==> config.mk <==
export PLATFORM = sky130hd
export DESIGN_NAME = c17v3_pipe_bist
export DESIGN_NICKNAME = d
export VERILOG_FILES = /design/src/rtl/c17v3_pipe_bist.sv
export SDC_FILE = /design/constraint.sdc
export NUM_CORES = 1
export LEC_CHECK = 0
export ABC_AREA = 1
export CAP_MARGIN = 25
export CORE_ASPECT_RATIO = 1.75
export CORE_MARGIN = 5
export CORE_UTILIZATION = 39
export CTS_CLUSTER_DIAMETER = 200
export DETAILED_ROUTE_END_ITERATION = 12
export GPL_TIMING_DRIVEN = 0
export PLACE_DENSITY = 0.67
export SLEW_MARGIN = 5
export SYNTH_ARGS = -nofsm -noshare
export SYNTH_HDL_FRONTEND = slang
export SYNTH_SLANG_ARGS = --single-unit
==> constraint.sdc <==
create_clock -name clk -period 5.5 [get_ports clk]
set_input_delay 0.55 -clock clk [delete_from_list [all_inputs] [get_ports clk]]
set_output_delay 0.55 -clock clk [all_outputs]
set_load 0.1 [all_outputs]
==> src/rtl/c17v3_pipe_bist.sv <==
// rtl/c17v3_pipe_bist.sv - WIDTH-lane 3-stage pipelined C17V3 core with LFSR/MISR self-test
module c17v3_pipe_bist #(
  parameter int          WIDTH      = 4,
  parameter int          N_PATTERNS = 64,
  parameter logic [31:0] LFSR_SEED  = 32'hACE1_0001
) (
  input  logic             clk,
  input  logic             rst,
  input  logic             in_valid,
  output logic             in_ready,
  input  logic [WIDTH-1:0] g1,
  input  logic [WIDTH-1:0] g2,
  input  logic [WIDTH-1:0] g3,
  input  logic [WIDTH-1:0] g4,
  input  logic [WIDTH-1:0] g5,
  output logic             out_valid,
  output logic [WIDTH-1:0] g6,
  output logic [WIDTH-1:0] g7,
  input  logic             bist_start,
  input  logic [15:0]      sig_golden,
  output logic             bist_busy,
  output logic             bist_done,
  output logic             bist_pass,
  output logic [15:0]      misr_sig
);

  localparam int DW  = 2 * WIDTH;
  localparam int NCH = (DW + 15) / 16;

  typedef enum logic [1:0] {IDLE, RUN, FLUSH, DONE} state_t;

  state_t      state, state_d;
  logic        start_run, inject, cnt_clr;
  logic [31:0] cnt;
  logic [31:0] lfsr;
  logic [15:0] misr, misr_d, fold;
  logic [16*NCH-1:0] padded;

  logic [WIDTH-1:0] a1, a2, a3, a4, a5;
  logic             s1_in_valid;

  logic             s1_valid, s1_tag, s2_valid, s2_tag, s3_valid, s3_tag;
  logic [WIDTH-1:0] s1_w1, s1_w2, s1_g3, s1_g4;
  logic [WIDTH-1:0] s2_w2, s2_w3, s2_w4;
  logic [WIDTH-1:0] s3_g6, s3_g7;

  always_ff @(posedge clk or posedge rst) begin
    if (rst) state <= IDLE;
    else     state <= state_d;
  end

  always_comb begin
    state_d   = state;
    start_run = 1'b0;
    inject    = 1'b0;
    cnt_clr   = 1'b0;
    case (state)
      IDLE, DONE: begin
        if (bist_start) begin
          state_d   = RUN;
          start_run = 1'b1;
        end
      end
      RUN: begin
        inject = 1'b1;
        if (cnt == 32'(N_PATTERNS - 1)) begin
          state_d = FLUSH;
          cnt_clr = 1'b1;
        end
      end
      FLUSH: begin
        if (cnt == 32'd2) state_d = DONE;
      end
      default: state_d = IDLE;
    endcase
  end

  assign in_ready  = ((state == IDLE) || (state == DONE)) && !bist_start;
  assign bist_busy = (state == RUN) || (state == FLUSH);
  assign bist_done = (state == DONE);
  assign bist_pass = (state == DONE) && (misr == sig_golden);
  assign misr_sig  = misr;
  assign out_valid = s3_valid & ~s3_tag;

  // Pattern count in RUN, drain count in FLUSH.
  always_ff @(posedge clk or posedge rst) begin
    if (rst)                                    cnt <= '0;
    else if (start_run || cnt_clr)              cnt <= '0;
    else if ((state == RUN) || (state == FLUSH)) cnt <= cnt + 32'd1;
  end

  always_ff @(posedge clk or posedge rst) begin
    if (rst)            lfsr <= LFSR_SEED;
    else if (start_run) lfsr <= LFSR_SEED;
    else if (inject)    lfsr <= {lfsr[30:0], lfsr[31] ^ lfsr[21] ^ lfsr[1] ^ lfsr[0]};
  end

  always_comb begin
    for (int i = 0; i < WIDTH; i++) begin
      a1[i] = inject ? lfsr[5*i+0] : g1[i];
      a2[i] = inject ? lfsr[5*i+1] : g2[i];
      a3[i] = inject ? lfsr[5*i+2] : g3[i];
      a4[i] = inject ? lfsr[5*i+3] : g4[i];
      a5[i] = inject ? lfsr[5*i+4] : g5[i];
    end
  end

  assign s1_in_valid = inject | (in_valid & in_ready);

  always_ff @(posedge clk or posedge rst) begin
    if (rst) begin
      s1_valid <= 1'b0; s1_tag <= 1'b0;
      s2_valid <= 1'b0; s2_tag <= 1'b0;
      s3_valid <= 1'b0; s3_tag <= 1'b0;
      s1_w1 <= '0; s1_w2 <= '0; s1_g3 <= '0; s1_g4 <= '0;
      s2_w2 <= '0; s2_w3 <= '0; s2_w4 <= '0;
      s3_g6 <= '0; s3_g7 <= '0;
      g6    <= '0; g7    <= '0;
    end else begin
      s1_valid <= s1_in_valid;
      s1_tag   <= inject;
      s1_w1    <= ~(a5 & a2);
      s1_w2    <= ~(a5 & a1);
      s1_g3    <= a3;
      s1_g4    <= a4;
      s2_valid <= s1_valid;
      s2_tag   <= s1_tag;
      s2_w2    <= s1_w2;
      s2_w3    <= ~(s1_w1 & s1_g4);
      s2_w4    <= ~(s1_w1 & s1_g3);
      s3_valid <= s2_valid;
      s3_tag   <= s2_tag;
      s3_g6    <= ~(s2_w2 & s2_w3);
      s3_g7    <= ~(s2_w4 & s2_w3);
      // Visible results only track normal samples so they hold across BIST.
      if (s2_valid && !s2_tag) begin
        g6 <= ~(s2_w2 & s2_w3);
        g7 <= ~(s2_w4 & s2_w3);
      end
    end
  end

  always_comb begin
    padded         = '0;
    padded[DW-1:0] = {s3_g7, s3_g6};
    fold           = '0;
    for (int c = 0; c < NCH; c++) fold = fold ^ padded[16*c +: 16];
    misr_d = {misr[14:0], 1'b0} ^ (misr[15] ? 16'h1021 : 16'h0000) ^ fold;
  end

  always_ff @(posedge clk or posedge rst) begin
    if (rst)                       misr <= '0;
    else if (start_run)            misr <= '0;
    else if (s3_valid && s3_tag)   misr <= misr_d;
  end

endmodule

==> flow_summary_export.csv, run 1 <==
group,metric,value,unit
run_status,status,"finished clean",
critical_path,crit_fanout,10,
critical_path,r2r_cells,7,
die,dieWidth,104,µm
clock_network,cts_setup_buffers,0,
yosys,synth_nets,745,
die,top_level_ports,69,
sta,finalClockSkew,0.0108,ns
critical_path,cpMostUsedCell,"buf_2",
placed_design,dp_hpwl,10600,µm
drt,routed_wl,14200,µm
drt,routedWlPerCell,14.4,µm
critical_path,cp-start-kind,"flop",
placed_design,portBuffers,68,
yosys,synthCells,699,
global_routing,grt_usage,16.3,%
critical_path,crit_arrival,3.08,ns
global_routing,globalRouteOverflowTotal,0,
critical_path,crit_family,"buffers and inverters",
clock_network,cts.root.buffer_cell,"clkbuf_16",
yosys,synth_area,0.00600,mm²
pwr,finalPower,4.41,mW
drt,vias,4842,
critical_path,path_cells,"inv_1 -> ha_1 -> buf_2 -> inv_2 -> buf_2 -> clkdlybuf4s50_1",
drt,dr.pass1.iters,4,
die,die_h,174,µm
critical_path,end_kind,"primary output",
min_path,min_path_type,"reg2reg",
die,start_util,39.4,%
critical_path,crit_type,"reg2out",
sta,setup_slack,1.87,ns
drt,drtIter0Drc,241,
drt,viasPerCell,4.91,
global_routing,grt.busiest_layer,"met2",
clock_network,cts-buffers-inserted,17,
sta,setup_viol,0,
sta,worst_slew_pin_slew,1.00,ns
finish,design_area,0.00755,mm²
die,row_count,60,
placed_design,place_ws,2.20,ns
global_routing,gr-usage-met3,3.34,%
yosys,ys_warn_count,0,
sta,min_period,3.63,ns
sta,maxSlewViolCount,0,
pwr,power.density,584,mW/mm²
yosys,yosysSeqAreaShare,55.2,%
yosys,netlist-cell-type-count,34,
yosys,ys_seq_elements,132,
pwr,worst_ir_drop_vdd,0.350,mV
clock_network,cts_hold_buffers,0,
sta,slew-limit-headroom,33.1,%
sta,post-route-period-util,66.1,%
pwr,leakagePower,3.38,nW
clock_network,clock-sinks,132,
critical_path,cp.depth,6,
finish,drive_gt1_share,8.88,%
drt,ant_nets,0,
clock_network,cts_buffer_depth,2,
global_routing,grt_pass1_wl,24000,µm
min_path,hold_depth,0,
sta,hold_viol,0,
finish,syn_to_final_growth,25.8,%
placed_design,gp_congestion,0.886,
finish,antenna_cells,0,
global_routing,met2_usage,31.1,%
critical_path,critPathBufInv,5,
sta,rsz0062_at_grt,"no",
global_routing,grt_use_met1,17.4,%
die,dieArea,0.0181,mm²
sta,hold-worst-slack,0.347,ns
yosys,postSynthAreaPerCell,8.59,µm²
run,maxCapViolCount,0,
critical_path,cp_slowest_cell,"clkdlybuf4s50_1",
global_routing,grt_pass1_vias,5025,
global_routing,grt_antenna_before_repair,0,
clock_network,htreeDepth,4,
drt,drc,0,
critical_path,crit_path_max_incr_delay,1.20,ns
global_routing,grt_max_degree,100,
clock_network,clk_latency,0.42,ns
clock_network,cts_tree,"yes",
clock_network,cts_resized,0,
die,core-area,0.0152,mm²
placed_design,placed_area,0.00695,mm²
critical_path,cp.required,4.95,ns
finish,layout.nets,833,
sta,max_freq,0.275,GHz
clock_network,clk_pin_slew,0.06,ns
## final timing paths
kind                       startpoint         to  slack, ns
max                          state[0]  bist_busy       1.87
min                          s1_w2[0]   s2_w2[0]       0.35
max reg2reg                  state[0]   lfsr[24]       3.34
min reg2reg                  s1_w2[0]   s2_w2[0]       0.35
max in group asynchronous         rst   lfsr[31]       4.22
min in group asynchronous         rst    cnt[13]       0.50
## layer usage
metal | wire, µm | part of all wire (%)
met1 | 5510 | 39
met2 | 8070 | 57
met3 | 373 | 2.6
met4 | 278 | 2.0
met5 | 0 | 0
## stage by stage
stage | TNS, ns | util (%) | cells
after CTS | 0 | 49.6 | 986
after floorplan | 0 | - | 699
after detailed placement | 0 | 45.6 | 954
after global placement | -41.88 | 45.4 | 953
after global routing | 0 | 49.6 | 986
final | 0 | 49.6 | 986
## Yosys cell counts
master	instances	area share, %
o2111ai_1	1	0.15
buf_2	5	0.42
o211ai_1	7	0.88
nor2_1	107	6.7
a31oi_1	11	1.1
nor3_1	15	1.3
xor2_1	12	1.8
nand3_2	2	0.33
nor2_4	3	0.56
a221oi_1	1	0.15
a21oi_1	22	1.8
nand4_1	10	1.0
nor4_1	1	0.10
o21ai_0	23	1.9
o32ai_1	1	0.15
inv_2	1	0.062
nor2_2	7	0.73
o22ai_1	16	1.7
inv_1	58	3.6
or2_2	2	0.21
nand2_2	2	0.21
xnor2_1	16	2.3
dfrtp_1	123	51
nand2_4	1	0.19
dfstp_2	9	3.9
clkbuf_1	12	0.75
ha_1	6	1.3
nand3_1	28	2.3
nor3_2	2	0.33
buf_6	2	0.38
o21ai_4	1	0.27
nand2_1	190	12
clkinv_1	1	0.062
a22o_1	1	0.15
## power breakdown
group          internal (mW)  leakage (nW)  switching, mW
Combinational          0.483          1.44           1.27
Sequential              1.31          1.65          0.194
Clock                  0.688         0.292          0.465
Total                   2.48          3.38           1.93
## flip-flops by register name (all words and copies together), names as in the netlist, 2 cells and up
name,flops
cnt,32
lfsr,32
misr_sig,16
g6,4
g7,4
s1_g3,4
s1_g4,4
s1_w1,4
s1_w2,4
s2_w2,4
s2_w3,4
s2_w4,4
s3_g6,4
s3_g7,4
state,2
## area by class of cell
type / instances / area (µm²)
tap: 186 / 233
fill: 1400 / 7690
timing repair buffer: 69 / 708
buffer: 19 / 92.6
clock inverter: 15 / 179
sequential: 132 / 3310
inverter: 60 / 230
clock buffer: 17 / 425
multi-input combinational: 488 / 2370
## cell usage in the layout (no fill, tap or decap), types with 10 or more instances in the layout
master	instances
nand4_1	10
xnor2_1	16
inv_1	57
a21oi_1	22
nor3_1	15
nand3_1	28
clkdlybuf4s50_1	68
clkbuf_1	12
clkbuf_16	17
a31oi_1	11
o22ai_1	16
dfrtp_1	123
nand2_1	190
o21ai_0	23
nor2_1	107
xor2_1	12
## kinds of logic (layout without fill, tap and decap cells)
logic type / after synthesis / in the layout / synth area share [%]
simple gates: 370 / 370 / 25.9
flops: 132 / 132 / 55.2
compound gates: 84 / 84 / 8.30
buf+inv: 79 / 180 / 5.29
xor+xnor: 28 / 28 / 4.08
fa+ha+maj: 6 / 6 / 1.25
No activity file was read; power rests on OpenSTA's default activity.
==> inputs of run 2 (changes only) <==
clock period = 3.35 ns   (was 5.5 ns; I/O delays follow)
==> flow_summary_export.csv, run 2 (synthesized netlist as in run 1, its figures left out) <==
group,metric,value,unit
critical_path,crit_arrival,2.77,ns
pwr,power.density,960,mW/mm²
pwr,leakagePower,3.41,nW
global_routing,grt_antenna_before_repair,0,
sta,min_period,3.11,ns
finish,layout.nets,835,
pwr,worst_ir_drop_vdd,0.537,mV
die,dieArea,0.0181,mm²
critical_path,cpMostUsedCell,"buf_2",
critical_path,cp_slowest_cell,"dlygate4sd2_1",
run_status,status,"finished clean",
drt,ant_nets,0,
run,maxCapViolCount,0,
global_routing,grt_pass1_wl,24400,µm
clock_network,clock-sinks,132,
die,dieWidth,104,µm
finish,seq_area,0.00331,mm²
global_routing,grt_max_degree,37,
global_routing,grt_pass1_vias,5153,
global_routing,grt_usage,16.7,%
placed_design,dp_hpwl,10900,µm
clock_network,htreeDepth,4,
clock_network,cts_tree,"yes",
drt,routed_wl,14500,µm
sta,max_freq,0.322,GHz
pwr,p_int,4.14,mW
critical_path,rrSetupSlack,1.20,ns
finish,fillers,1429,
finish,drive_gt1_share,8.98,%
die,top_level_ports,69,
pwr,p_clk_share,26.7,%
drt,drtIter0Drc,189,
pwr,p_sw_share,43.3,%
finish,antenna_cells,0,
die,die_h,174,µm
sta,maxSlewViolCount,0,
pwr,p_sw,3.16,mW
clock_network,cts-buffers-inserted,17,
critical_path,crit_fanout,10,
clock_network,clk_latency,0.42,ns
min_path,min_path_type,"reg2reg",
drt,dr.pass1.iters,5,
drt,viasPerCell,4.96,
critical_path,crit_type,"reg2out",
placed_design,placed_area,0.00698,mm²
placed_design,portBuffers,68,
critical_path,cp.required,3.01,ns
critical_path,cp-start-kind,"flop",
sta,slew-limit-headroom,33.2,%
critical_path,end_kind,"primary output",
sta,post-route-period-util,92.7,%
pwr,p_comb_share,39.5,%
die,core-area,0.0152,mm²
drt,vias,4900,
die,start_util,39.4,%
placed_design,gp_congestion,0.868,
finish,syn_to_final_growth,26.6,%
sta,rsz0062_at_grt,"no",
clock_network,clk_pin_slew,0.06,ns
die,row_count,60,
pwr,p_seq_share,33.9,%
sta,setup-tns-final,0,ns
critical_path,crit_path_max_incr_delay,0.91,ns
drt,drc,0,
sta,hold_viol,0,
global_routing,globalRouteOverflowTotal,0,
clock_network,cts.root.buffer_cell,"clkbuf_16",
clock_network,cts_buffer_depth,2,
sta,worst_slew_pin_slew,0.999,ns
sta,setup_viol,0,
clock_network,cts_hold_buffers,0,
finish,multi_input_area,0.00237,mm²
finish,design_area,0.00760,mm²
finish,mostFrequentLayoutCells,"nand2_1, dfrtp_1, nor2_1",
sta,finalClockSkew,0.00950,ns
finish,final_common_cell,"nand2_1",
critical_path,path_cells,"inv_1 -> ha_1 -> buf_2 -> inv_2 -> buf_2 -> dlygate4sd2_1",
drt,routedWlPerCell,14.7,µm
==> run 2: cell count changes in the layout (fill, tap and decap cells not counted) <==
cell / before / now
bufinv_16: 2 / 3
clkdlybuf4s50_1: 68 / 66
dlygate4sd2_1: 0 / 1
inv_6: 9 / 4
clkinv_4: 0 / 2
dlymetal6s2s_1: 0 / 1
buf_12: 0 / 3
buf_16: 1 / 0
clkinvlp_4: 2 / 3
clkbuf_1: 12 / 13
==> run 2: power groups by stage <==
| stage | clock network (mW) | registers [mW] | logic (mW) |
|---|---|---|---|
| after global placement | 0 | 2.48 | 2.86 |
| after CTS | 1.98 | 2.48 | 2.91 |
| final | 1.95 | 2.47 | 2.88 |
| after floorplan | 0 | 3.06 | 1.53 |
| after global routing | 2.05 | 2.54 | 3.14 |
| after detailed placement | 0 | 2.50 | 2.90 |
==> run 2: critical path, delay by kind of cell (launching register included) <==
kind | cells | cell delay [ns]
buf+inv | 5 | 1.65
flops | 1 | 0.43
fa+ha+maj | 1 | 0.28
==> run 2: metrics by stage <==
step / hold slack, ns / instances / setup WS [ns] / utilization (%) / total power [mW]
6_report: 0.350 / 988 / 0.245 / 49.9 / 7.30
4_1_cts: 0.349 / 988 / 0.0256 / 49.9 / 7.37
5_1_grt: 0.371 / 988 / 0.113 / 49.9 / 7.73
2_1_floorplan: 0.331 / 699 / 0.160 / - / 4.59
3_3_place_gp: 0.331 / 953 / 0.191 / 45.4 / 5.34
3_5_place_dp: 0.335 / 956 / 0.391 / 45.8 / 5.40
==> run 2: what timing repair did <==
item,CTS,global route
setup buffers,0,0
resized for setup,1,1
endpoints found under the setup margin,1,1
pin swaps,0,0
hold endpoints to repair,0,0
==> run 2: metal layers <==
layer  global-route usage (%)  part of all wire (%)
met5                        0                     0
met3                     3.57                   3.2
met2                     32.1                    56
met1                     16.9                    39
met4                     7.40                   2.5
==> run 2: final timing paths <==
path / start / end / cells past startpoint
min in group asynchronous: rst / misr_sig[12] / 2
worst min register to register: s1_w2[1] / s2_w2[1] / 0
worst max register to register: state[0] / cnt[31] / 8
max in group asynchronous: rst / lfsr[0] / 4
worst max-delay path: state[0] / bist_busy / 6
worst min-delay path: s1_w2[1] / s2_w2[1] / 0
==> run 2: final cells by class <==
type | count | share of cell area (%)
flip-flops and latches | 132 | 43.6
multi-input cells | 488 | 31.2
repair buffers | 71 | 9.76
clock buffers | 18 | 5.65
well taps | 186 | 3.06
inverters | 60 | 3.01
clock inverters | 14 | 2.52
plain buffers | 19 | 1.22
